<file path="src/rtl/dpram_port_arbiter.sv">
// dpram_port_arbiter: shares one port of a 256x16 true-dual-port RAM between
// the host/SPI requester (0) and the sensor logger requester (1).
// Each access takes a fixed three-state window: grant/issue, RAM sample, capture.
// Optional feature macro: DPRAM_ARB_WPROT_EN (blocks requester-1 writes at or
// above WPROT_BASE; the blocked access is performed as a read and flagged on ERR_1).
module dpram_port_arbiter #(
  parameter int                 ADDR_W     = 8,
  parameter int                 DATA_W     = 16,
  parameter int                 FIXED_PRIO = 0,
  parameter logic [ADDR_W-1:0]  WPROT_BASE = 8'hC0
) (
  input  logic              CLK,
  input  logic              RST,
  input  logic              REQ_0,
  input  logic              REQ_1,
  input  logic              WEN_0,
  input  logic              WEN_1,
  input  logic [ADDR_W-1:0] ADDR_0,
  input  logic [ADDR_W-1:0] ADDR_1,
  input  logic [DATA_W-1:0] WDATA_0,
  input  logic [DATA_W-1:0] WDATA_1,
  output logic              ACK_0,
  output logic              ACK_1,
  output logic [DATA_W-1:0] RDATA_0,
  output logic [DATA_W-1:0] RDATA_1,
  output logic              ERR_1,
  output logic              BUSY,
  output logic              RAM_WEN,
  output logic [ADDR_W-1:0] RAM_ADDR,
  output logic [DATA_W-1:0] RAM_DIN,
  input  logic [DATA_W-1:0] RAM_DOUT
);

  typedef enum logic [1:0] {
    IDLE   = 2'd0,
    ISSUE  = 2'd1,
    SAMPLE = 2'd2
  } state_t;

  state_t state;
  logic   gnt;          // requester owning the current access
  logic   last_gnt;     // requester served most recently
  logic   is_write;     // original request was a write (RDATA left untouched)
  logic   blocked_r;    // write was suppressed by write protection

  logic              elig_0;
  logic              elig_1;
  logic              any_elig;
  logic              pick;
  logic              sel_wen;
  logic [ADDR_W-1:0] sel_addr;
  logic [DATA_W-1:0] sel_din;
  logic              blocked;

  // Grant selection and request mux; a requester whose ACK is high sits out one cycle.
  always_comb begin
    elig_0   = REQ_0 & ~ACK_0;
    elig_1   = REQ_1 & ~ACK_1;
    any_elig = elig_0 | elig_1;
    pick     = 1'b0;
    if (elig_0 && elig_1) begin
      if (FIXED_PRIO != 0) begin
        pick = 1'b0;
      end else begin
        pick = ~last_gnt;
      end
    end else if (elig_1) begin
      pick = 1'b1;
    end else begin
      pick = 1'b0;
    end
    if (pick) begin
      sel_wen  = WEN_1;
      sel_addr = ADDR_1;
      sel_din  = WDATA_1;
    end else begin
      sel_wen  = WEN_0;
      sel_addr = ADDR_0;
      sel_din  = WDATA_0;
    end
`ifdef DPRAM_ARB_WPROT_EN
    blocked = pick & WEN_1 & (ADDR_1 >= WPROT_BASE);
`else
    blocked = 1'b0;
`endif
  end

`ifndef DPRAM_ARB_WPROT_EN
  // Base address only matters when write protection is built in.
  logic unused_wprot;
  assign unused_wprot = ^WPROT_BASE;
`endif

  // Access sequencer: grant in IDLE, one-cycle write strobe in ISSUE, capture and ACK out of SAMPLE.
  always_ff @(posedge CLK) begin
    if (RST) begin
      state     <= IDLE;
      gnt       <= 1'b0;
      last_gnt  <= 1'b1;
      is_write  <= 1'b0;
      blocked_r <= 1'b0;
      ACK_0     <= 1'b0;
      ACK_1     <= 1'b0;
      ERR_1     <= 1'b0;
      BUSY      <= 1'b0;
      RAM_WEN   <= 1'b0;
      RAM_ADDR  <= '0;
      RAM_DIN   <= '0;
      RDATA_0   <= '0;
      RDATA_1   <= '0;
    end else begin
      ACK_0 <= 1'b0;
      ACK_1 <= 1'b0;
      ERR_1 <= 1'b0;
      case (state)
        IDLE: begin
          if (any_elig) begin
            gnt       <= pick;
            last_gnt  <= pick;
            RAM_ADDR  <= sel_addr;
            RAM_DIN   <= sel_din;
            RAM_WEN   <= sel_wen & ~blocked;
            is_write  <= sel_wen;
            blocked_r <= blocked;
            BUSY      <= 1'b1;
            state     <= ISSUE;
          end
        end
        ISSUE: begin
          RAM_WEN <= 1'b0;
          state   <= SAMPLE;
        end
        SAMPLE: begin
          if (gnt) begin
            ACK_1 <= 1'b1;
            ERR_1 <= blocked_r;
            if (!is_write) begin
              RDATA_1 <= RAM_DOUT;
            end
          end else begin
            ACK_0 <= 1'b1;
            if (!is_write) begin
              RDATA_0 <= RAM_DOUT;
            end
          end
          BUSY  <= 1'b0;
          state <= IDLE;
        end
        default: begin
          RAM_WEN <= 1'b0;
          BUSY    <= 1'b0;
          state   <= IDLE;
        end
      endcase
    end
  end

endmodule

</file>
<file path="config.mk">
export PLATFORM = sky130hd
export DESIGN_NAME = dpram_port_arbiter
export DESIGN_NICKNAME = d
export VERILOG_FILES = /design/src/rtl/dpram_port_arbiter.sv
export SDC_FILE = /design/constraint.sdc
export NUM_CORES = 1
export LEC_CHECK = 0
export CAP_MARGIN = 20
export CELL_PAD_IN_SITES_DETAIL_PLACEMENT = 1
export CELL_PAD_IN_SITES_GLOBAL_PLACEMENT = 2
export CORE_AREA = 2 2 114 116
export CTS_BUF_LIST = sky130_fd_sc_hd__clkbuf_4
export DETAILED_ROUTE_END_ITERATION = 10
export DIE_AREA = 0 0 116 118
export GPL_ROUTABILITY_DRIVEN = 0
export PLACE_DENSITY_LB_ADDON = 0.05
export SETUP_SLACK_MARGIN = 0.5
export SLEW_MARGIN = 25
export SYNTH_ARGS = -nofsm -noshare
export SYNTH_HDL_FRONTEND = slang
export SYNTH_SLANG_ARGS = --single-unit
</file>
<file path="constraint.sdc">
create_clock -name CLK -period 1.54 [get_ports CLK]
set_input_delay 0.231 -clock CLK [delete_from_list [all_inputs] [get_ports CLK]]
set_output_delay 0.231 -clock CLK [all_outputs]
set_load 0.03 [all_outputs]
</file>
==> results.json <==
{
  "worstPathArrival_ns": 1.79,
  "coreArea_um2": 12400,
  "ir_worst_vdd_v": 0.000385,
  "drive_gt1_frac": 0.598,
  "critPathKind": "reg2reg",
  "worstSetupStartpointType": "flop",
  "die_w_um": 116,
  "cts_hold_buffers": 0,
  "grt_pass1_wl_mm": 15.3,
  "cp_common_cell": "buf_6",
  "cp.buffers_inverters": 3,
  "cellPowerDensity_nw_per_um2": 861,
  "drc": 0,
  "drt_iter0_markers": 87,
  "post-route-min-period_ns": 1.42,
  "ant_nets": 0,
  "finalHoldViolCount": 0,
  "hold_path.class": "in2reg",
  "fp.dieH_um": 118,
  "yosys_warnings": 0,
  "clkSinkCount": 65,
  "rsz0062_at_grt": "yes",
  "p_leak_uw": 0.00211,
  "drt-pass1-iter-count": 4,
  "io_buffer_count": 129,
  "synthCells": 317,
  "wl_per_cell_um": 15.7,
  "grt_max_degree": 29,
  "critPathSlowestCell": "dfxtp_4",
  "crit_chain": "nand2b_4, a211oi_4, buf_6, buf_6, buf_16, nor2_1, a211oi_1",
  "cts-root-buf": "clkbuf_4",
  "finClkSkew_ns": 0.0139,
  "final_cell_mix": "clkdlybuf4s50_1, nand2_1, buf_6, dfxtp_2, a21oi_2",
  "final_nets": 540,
  "num_rows": 41,
  "pin_count": 131,
  "drt-total-wl_mm": 10.2,
  "crit_path_end_kind": "flop",
  "dieArea_um2": 13700,
  "syn_nets": 387,
  "cap_violations": 0,
  "cts.clk_slew.worst_paths_ns": 0.12,
  "critPathTopFamily": "buffers and inverters",
  "fmax_ghz": 0.702,
  "vias_per_cell": 4.31,
  "initial_core_util": 0.215,
  "grt-ovfl-total": 0,
  "cts.path.max_buffers": 2,
  "grtUsageTotal": 0.146,
  "crit_required_ns": 1.90,
  "post-route-period-util": 0.925,
  "crit_path_start": "ACK_0",
  "n_antenna_cell": 0,
  "maxSlewViolCount": 0,
  "slowest_delay_ns": 0.36,
  "hpwl_mm": 6.61,
  "hp-start": "RST",
  "clk_latency_ns": 0.44,
  "syn2layout_area_growth_pct": 92.8,
  "cts_tree": "built",
  "grt_pass1_vias": 2835,
  "ys_ff_latch": 65,
  "finalPower_uw": 4430,
  "holdWs_ns": 0.231,
  "cp_max_fo": 8,
  "h-tree-depth": 3,
  "worst_r2r_startpoint": "ACK_0",
  "status": "finished, final reports clean",
  "yosysSeqAreaShare": 0.488,
  "synth_cell_type_count": 26,
  "finalSetupViolCount": 0,
  "routed-via-count": 2790,
  "cts_made_buffers": 9,
  "synth_area_um2": 2670,
  "final_common_cell": "clkdlybuf4s50_1",
  "avgSynthCellArea_um2": 8.42,
  "antenna_found_initial": 0
}
-- cells by family after synthesis --
logic type,share of synthesized area
buffers and inverters,0.0670
and+or+nand+nor,0.212
other,0.00141
DFF,0.488
AOI/OAI and AO/OA,0.232
-- worst reg2reg max path, delay by kind of cell, from the launching register on --
family	cells	cell delay [ns]
AO/OA/AOI/OAI	2	0.38
buffers and inverters	3	0.40
flip-flops	1	0.36
AND/OR/NAND/NOR	2	0.19
-- state kept, by name (all words and copies together), names as in the netlist --
signal	flops
RAM_DIN	16
RDATA_0	16
RDATA_1	16
RAM_ADDR	8
state	2
ACK_0	1
ACK_1	1
BUSY	1
RAM_WEN	1
gnt	1
is_write	1
last_gnt	1
-- layer usage --
metal | share of wire | wire length (µm) | vias up | global-route usage
met4 | 0.015 | 156 | 0 | 0.0469
met3 | 0.069 | 698 | 10 | 0.0572
li1 | - | - | 1365 | -
met2 | 0.46 | 4670 | 81 | 0.227
met1 | 0.46 | 4630 | 1334 | 0.185
met5 | 0 | 0 | - | 0
-- worst paths after layout --
kind	cells past startpoint	end	slack, ns
worst min-delay path	2	state[0]	0.23
worst max-delay path	7	RAM_DIN[3]	0.12
worst min register to register	2	RDATA_1[12]	0.47
worst max register to register	7	RAM_DIN[3]	0.12
-- stage by stage --
stage	util	setup TNS (ns)	std cells	area [µm²]	worst slack, ns
floorplan	-	0	317	2780	0.134
global placement	0.343	-6.08	606	4260	-0.266
detailed placement	0.343	-6.52	606	4260	-0.272
CTS	0.374	0	631	4650	0.146
global route	0.415	0	647	5150	0.0592
finish	0.415	0	647	5150	0.115
-- layout make-up --
| type | count | area (µm²) |
|---|---|---|
| Fill cell | 1421 | 7270 |
| Timing Repair Buffer | 168 | 1820 |
| Multi-Input combinational cell | 226 | 1600 |
| Sequential cell | 65 | 1390 |
| Tap cell | 172 | 215 |
| Clock buffer | 9 | 67.6 |
| Clock inverter | 7 | 61.3 |
-- power by group --
| group | internal, µW | switching (µW) |
|---|---|---|
| combinational | 673 | 706 |
| sequential | 1810 | 95.5 |
| clock | 478 | 664 |
| total | 2960 | 1470 |
-- cell usage after synthesis --
cell type	instances	area, µm²
and2_1	2	12.5
nand3b_1	1	7.51
a211oi_2	18	225
clkbuf_2	1	5.00
a211oi_4	1	20.0
a311oi_1	1	8.76
buf_6	7	78.8
a211oi_1	6	45.0
nor2_1	28	105
a31oi_1	1	6.26
clkbuf_1	8	30.0
buf_4	6	45.0
and3_1	1	6.26
nor3b_1	1	7.51
and2b_1	1	7.51
dfxtp_1	65	1300
buf_2	4	20.0
nand2b_4	2	27.5
a21oi_1	60	300
o21ai_0	1	5.00
nand2b_1	2	12.5
nor3b_2	1	12.5
conb_1	1	3.75
a211o_1	1	8.76
nor2b_1	1	6.26
nand2_1	96	360
-- repair_timing --
action                                  CTS  global route
setup buffers                             7            14
pin swaps                                11            56
cloned                                    2             2
endpoints found under the setup margin  122           122
resized for setup                       481           103
No activity file was read; power rests on OpenSTA's default activity.
==> variant 1 (same settings) <==
Set the parameter `DATA_W` to 24 (it was 16).
--- a/src/rtl/dpram_port_arbiter.sv
+++ b/src/rtl/dpram_port_arbiter.sv
@@ -5,7 +5,7 @@
 // above WPROT_BASE; the blocked access is performed as a read and flagged on ERR_1).
 module dpram_port_arbiter #(
   parameter int                 ADDR_W     = 8,
-  parameter int                 DATA_W     = 16,
+  parameter int                 DATA_W     = 24,
   parameter int                 FIXED_PRIO = 0,
   parameter logic [ADDR_W-1:0]  WPROT_BASE = 8'hC0
 ) (
Ports: changed (6 resized); port bits go from 131 to 179. No check against the original RTL was run, so the function may have changed too.
==> variant 1 against the unedited design <==
First-iteration DRC count increased by 120%; final area increased by 42%; setup slack got worse by 0.067 ns; via count increased by 41%; sequential share of layout area decreased by 0.85 points; total power increased by 33%; synthesized area increased by 39%; routed wire length increased by 51%; final cell count increased by 28%; global-route usage increased by 5.4 points; sequential cell count increased by 24.
==> variant 1: results (changes against the unedited design) <==
layout.filler_cells: 1328  # -6.5%
vias: 3929  # +41%
post_cts_resized: 707  # +47%
routed-wl-met2_um: 7381  # +58%
cts.reportedPaths.clkPinSlew_ns: 0.16  # +0.04 ns
first_global_vias: 4024  # +42%
placement.cell_area_sq_mm: 0.005727  # +34%
leakage_power_nw: 2.878  # +37%
utilization_pct: 59.00  # +18 points
met3_wirelength_um: 873  # +25%
internal-power_mw: 3.918  # +32%
timing.rr.end: "RDATA_0[22]"
grt_max_degree: 41  # +41%
gr-usage-met3_pct: 5.149  # -0.57 points
first_pass_grt_wire_length_um: 21200  # +39%
outcome: "finished clean"
place_ws_ns: -0.2735  # -0.001759 ns
ys_top_cells_by_area: "dfxtp_1 48%, nand2_1 14%, a21oi_1 11%"
final_standard_cell_count_with_taps_included_and_fillers_excluded: 827  # +28%
hold_endpoint: "gnt"
path_max_fanout: 6  # -2
r2r-start: "state[1]"
power.ir.vdd_worst_uv: 372.1  # -3.4%
final_nets: 745  # +38%
post-cts-setup-buffers: 16  # +9
grt_util_all_layers_pct: 20.06  # +5.4 points
syn_nets: 526  # +36%
portBuffers: 177  # +37%
post-place-cells: 761  # +26%
number_of_instances_in_the_synthesized_netlist: 432  # +36%
wirelength_um: 15310  # +51%
timing.reg2reg.setup_slack_ns: 0.05  # -0.07 ns
grtUsageMet2_pct: 32.68  # +10 points
detail_route.iter0.violations: 188  # +120%
cpPeakStageDelay_ns: 0.40  # +0.04 ns
hpwl_um: 8597  # +30%
top_regs: "RAM_DIN: 24 flops, RDATA_0: 24 flops, RDATA_1: 24 flops"
post_route_cells_drive_above_1_share_pct: 62.60  # +2.8 points
yosys.cell_types.count: 29  # +12%
insertion_delay_ns: 0.47  # +0.03 ns
finalHoldWorstSlack_ns: 0.1822  # -0.04855 ns
[variant 1: changes by cell type after synthesis, sizes merged]
cell and delta:
a21oi +24, nor2b -1, clkbuf +2, dlymetal6s2s +1
dlygate4sd1 +1, and2b +1, nand2 +40, a211oi +8
dfxtp +24, nor2 +8, buf +7
[variant 1: layout make-up]
class	instances	area share, %
clock buffers	9	0.9224
clock inverters	6	0.8029
multi-input cells	306	30.42
flip-flops and latches	89	26.07
well taps	172	2.938
repair buffers	245	38.85
[variant 1: cell families (layout without fill, tap and decap cells)]
logic type | Yosys count | in the layout | synth area share (%)
other | 1 | 1 | 0.1013
AND/OR/NAND/NOR | 184 | 184 | 20.24
flip-flops | 89 | 89 | 48.12
AO/OA/AOI/OAI | 121 | 121 | 23.56
buffers and inverters | 37 | 260 | 7.976
[variant 1: how the worst max path moves through the flow]
| stage | end | from | slack (ns) | cells after the start |
|---|---|---|---|---|
| finish | RDATA_0[22] | state[1] | 0.05 | 7 |
| global placement | RAM_ADDR[7] | REQ_1 | -0.22 | 6 |
| global route | RDATA_0[10] | state[1] | -0.005 | 7 |
| CTS | RAM_DIN[23] | ACK_1 | 0.16 | 6 |
| detailed placement | RAM_DIN[12] | REQ_0 | -0.27 | 6 |
| floorplan | RAM_DIN[11] | ACK_1 | 0.13 | 6 |
[variant 1: power groups by stage]
stage	clock, mW	combinational [mW]	sequential [mW]
CTS	1.38	1.78	2.59
global placement	0	1.54	2.59
finish	1.33	1.95	2.59
detailed placement	0	1.57	2.59
floorplan	0	0.642	2.85
global route	1.51	2.08	2.61
[variant 1: worst reg2reg max path, stage by stage, from the launching register on]
cell	delay, ns
dfxtp_4	0.40
nor3b_4	0.26
buf_4	0.16
buf_6	0.12
nand2b_4	0.12
clkbuf_16	0.19
nand2_1	0.09
a21oi_2	0.05
==> variant 2 (same settings) <==
Without the edit above. The 3 states of `state_t` get a one-hot encoding in 3 bits.
--- a/src/rtl/dpram_port_arbiter.sv
+++ b/src/rtl/dpram_port_arbiter.sv
@@ -31,10 +31,10 @@
   input  logic [DATA_W-1:0] RAM_DOUT
 );
 
-  typedef enum logic [1:0] {
-    IDLE   = 2'd0,
-    ISSUE  = 2'd1,
-    SAMPLE = 2'd2
+  typedef enum logic [2:0] {
+    IDLE   = 3'b001,
+    ISSUE  = 3'b010,
+    SAMPLE = 3'b100
   } state_t;
 
   state_t state;
Check against the original RTL: same outputs for any inputs over 10 cycles, from zero or initial values and one cycle with RST high; not proved beyond that.
==> variant 2 against the unedited design <==
Clock power grew 5%; setup slack lost 0.067 ns; count of clock-buffer cells in the layout grew 3; routed wire length shrank 3.0%; total power grew 10%; synthesized area is essentially flat; critical path type unchanged; sequential power grew 5%; largest power group unchanged; critical path depth shrank 3; combinational power grew 23%; maximum frequency shrank 4.5%; final area grew 5.1%; sequential cell count grew 1.
==> variant 2: results (changes against the unedited design) <==
routed_vias_inst: 4.330  # +0.42%
wirelength_um: 9849  # -3.0%
final_nets: 535  # -0.93%
grt_util_all_layers_pct: 14.17  # -0.45 points
synth_seq_area_share_pct: 49.55  # +0.80 points
outcome: "finished clean"
non_clock_buffer_count: 188  # +12%
finalHoldWorstSlack_ns: 0.05332  # -0.1775 ns
yosys.cell_types.count: 33  # +27%
post-place-cells: 586  # -3.3%
layout.clock_buffers: 12  # +3
hpwl_um: 6095  # -7.8%
worst-r2r-cell-count: 4  # -3
leakage_power_nw: 2.120  # +0.62%
worst_hold_path_type: "in2reg"
ys_seq_elements: 66  # +1.5%
n_multi_input_combinational_cell: 200  # -12%
first_pass_grt_wire_length_um: 14700  # -3.8%
detail_route.iter0.violations: 30  # -66%
timing.reg2reg.setup_slack_ns: 0.05  # -0.07 ns
final-clk-cell-share_pct: 2.451  # -0.053 points
layout.filler_cells: 1396  # -1.8%
crit_arrival_ns: 1.84  # +0.05 ns
power.ir.vdd_worst_uv: 393.2  # +2.1%
post_route_cells_drive_above_1_share_pct: 65.32  # +5.5 points
syn_nets: 359  # -7.2%
synth_area_per_cell_sq_um: 9.226  # +9.6%
timing.rr.end: "RAM_WEN"
nonClkBufAreaFrac_pct: 36.77  # +1.4 points
ys_top_cells_by_area: "dfxtp_1 50%, mux2i_1 9.4%, nand2_1 8.6%"
yosys-top-cells-count: "66 x dfxtp_1, 61 x nand2_1, 33 x a21oi_1, 27 x nor2_1"
placement.cell_area_sq_mm: 0.004252  # -0.29%
path_max_fanout: 4  # -4
grt_max_degree: 37  # +28%
hold_endpoint: "state[2]"
area_of_the_multi_input_gates_sq_mm: 0.001663  # +4.2%
## variant 2: where the power goes
| part | leakage [nW] | switching, mW | internal, mW |
|---|---|---|---|
| Clock | 0.0764 | 0.658 | 0.538 |
| Combinational | 1.48 | 0.814 | 0.886 |
| Sequential | 0.566 | 0.124 | 1.87 |
## variant 2: how the worst max path moves through the flow
stage | depth (start not counted) | slack, ns | from | endpoint
finish | 4 | 0.05 | ACK_0 | RAM_WEN
global route | 7 | -0.02 | state[0] | RDATA_0[5]
CTS | 4 | 0.05 | ACK_0 | RAM_WEN
detailed placement | 6 | -0.25 | REQ_1 | RAM_ADDR[0]
global placement | 6 | -0.21 | REQ_1 | RAM_ADDR[0]
floorplan | 4 | 0.04 | ACK_0 | RAM_WEN
## variant 2: critical path, stage by stage (launching register included)
cell and delay (ns):
dfxtp_4 0.35, and2b_2 0.25, o31a_2 0.28, or4b_1 0.46
o31ai_1 0.08
## variant 2: routing by layer
metal | up-vias | track usage (%) | share of wire (%)
li1 | 1353 | - | -
met5 | - | 0 | 0
met1 | 1326 | 16.43 | 42
met3 | 13 | 5.149 | 7.8
met2 | 88 | 22.95 | 48
met4 | 0 | 6.696 | 2.0
## variant 2: logic make-up (layout without fill, tap and decap cells)
group | after synthesis | in the layout | synth area share [%]
flip-flops | 66 | 66 | 49.55
buffers and inverters | 24 | 204 | 6.147
other | 1 | 1 | 0.1406
AND/OR/NAND/NOR | 105 | 106 | 18.68
multiplexers | 25 | 25 | 9.385
AO/OA/AOI/OAI | 68 | 68 | 16.10
## variant 2: timing repair
item                                    in CTS  in global routing
setup buffers                               16                 19
cloned                                       4                  1
endpoints found under the setup margin     123                124
resized for setup                          523                 85
pin swaps                                   32                 34
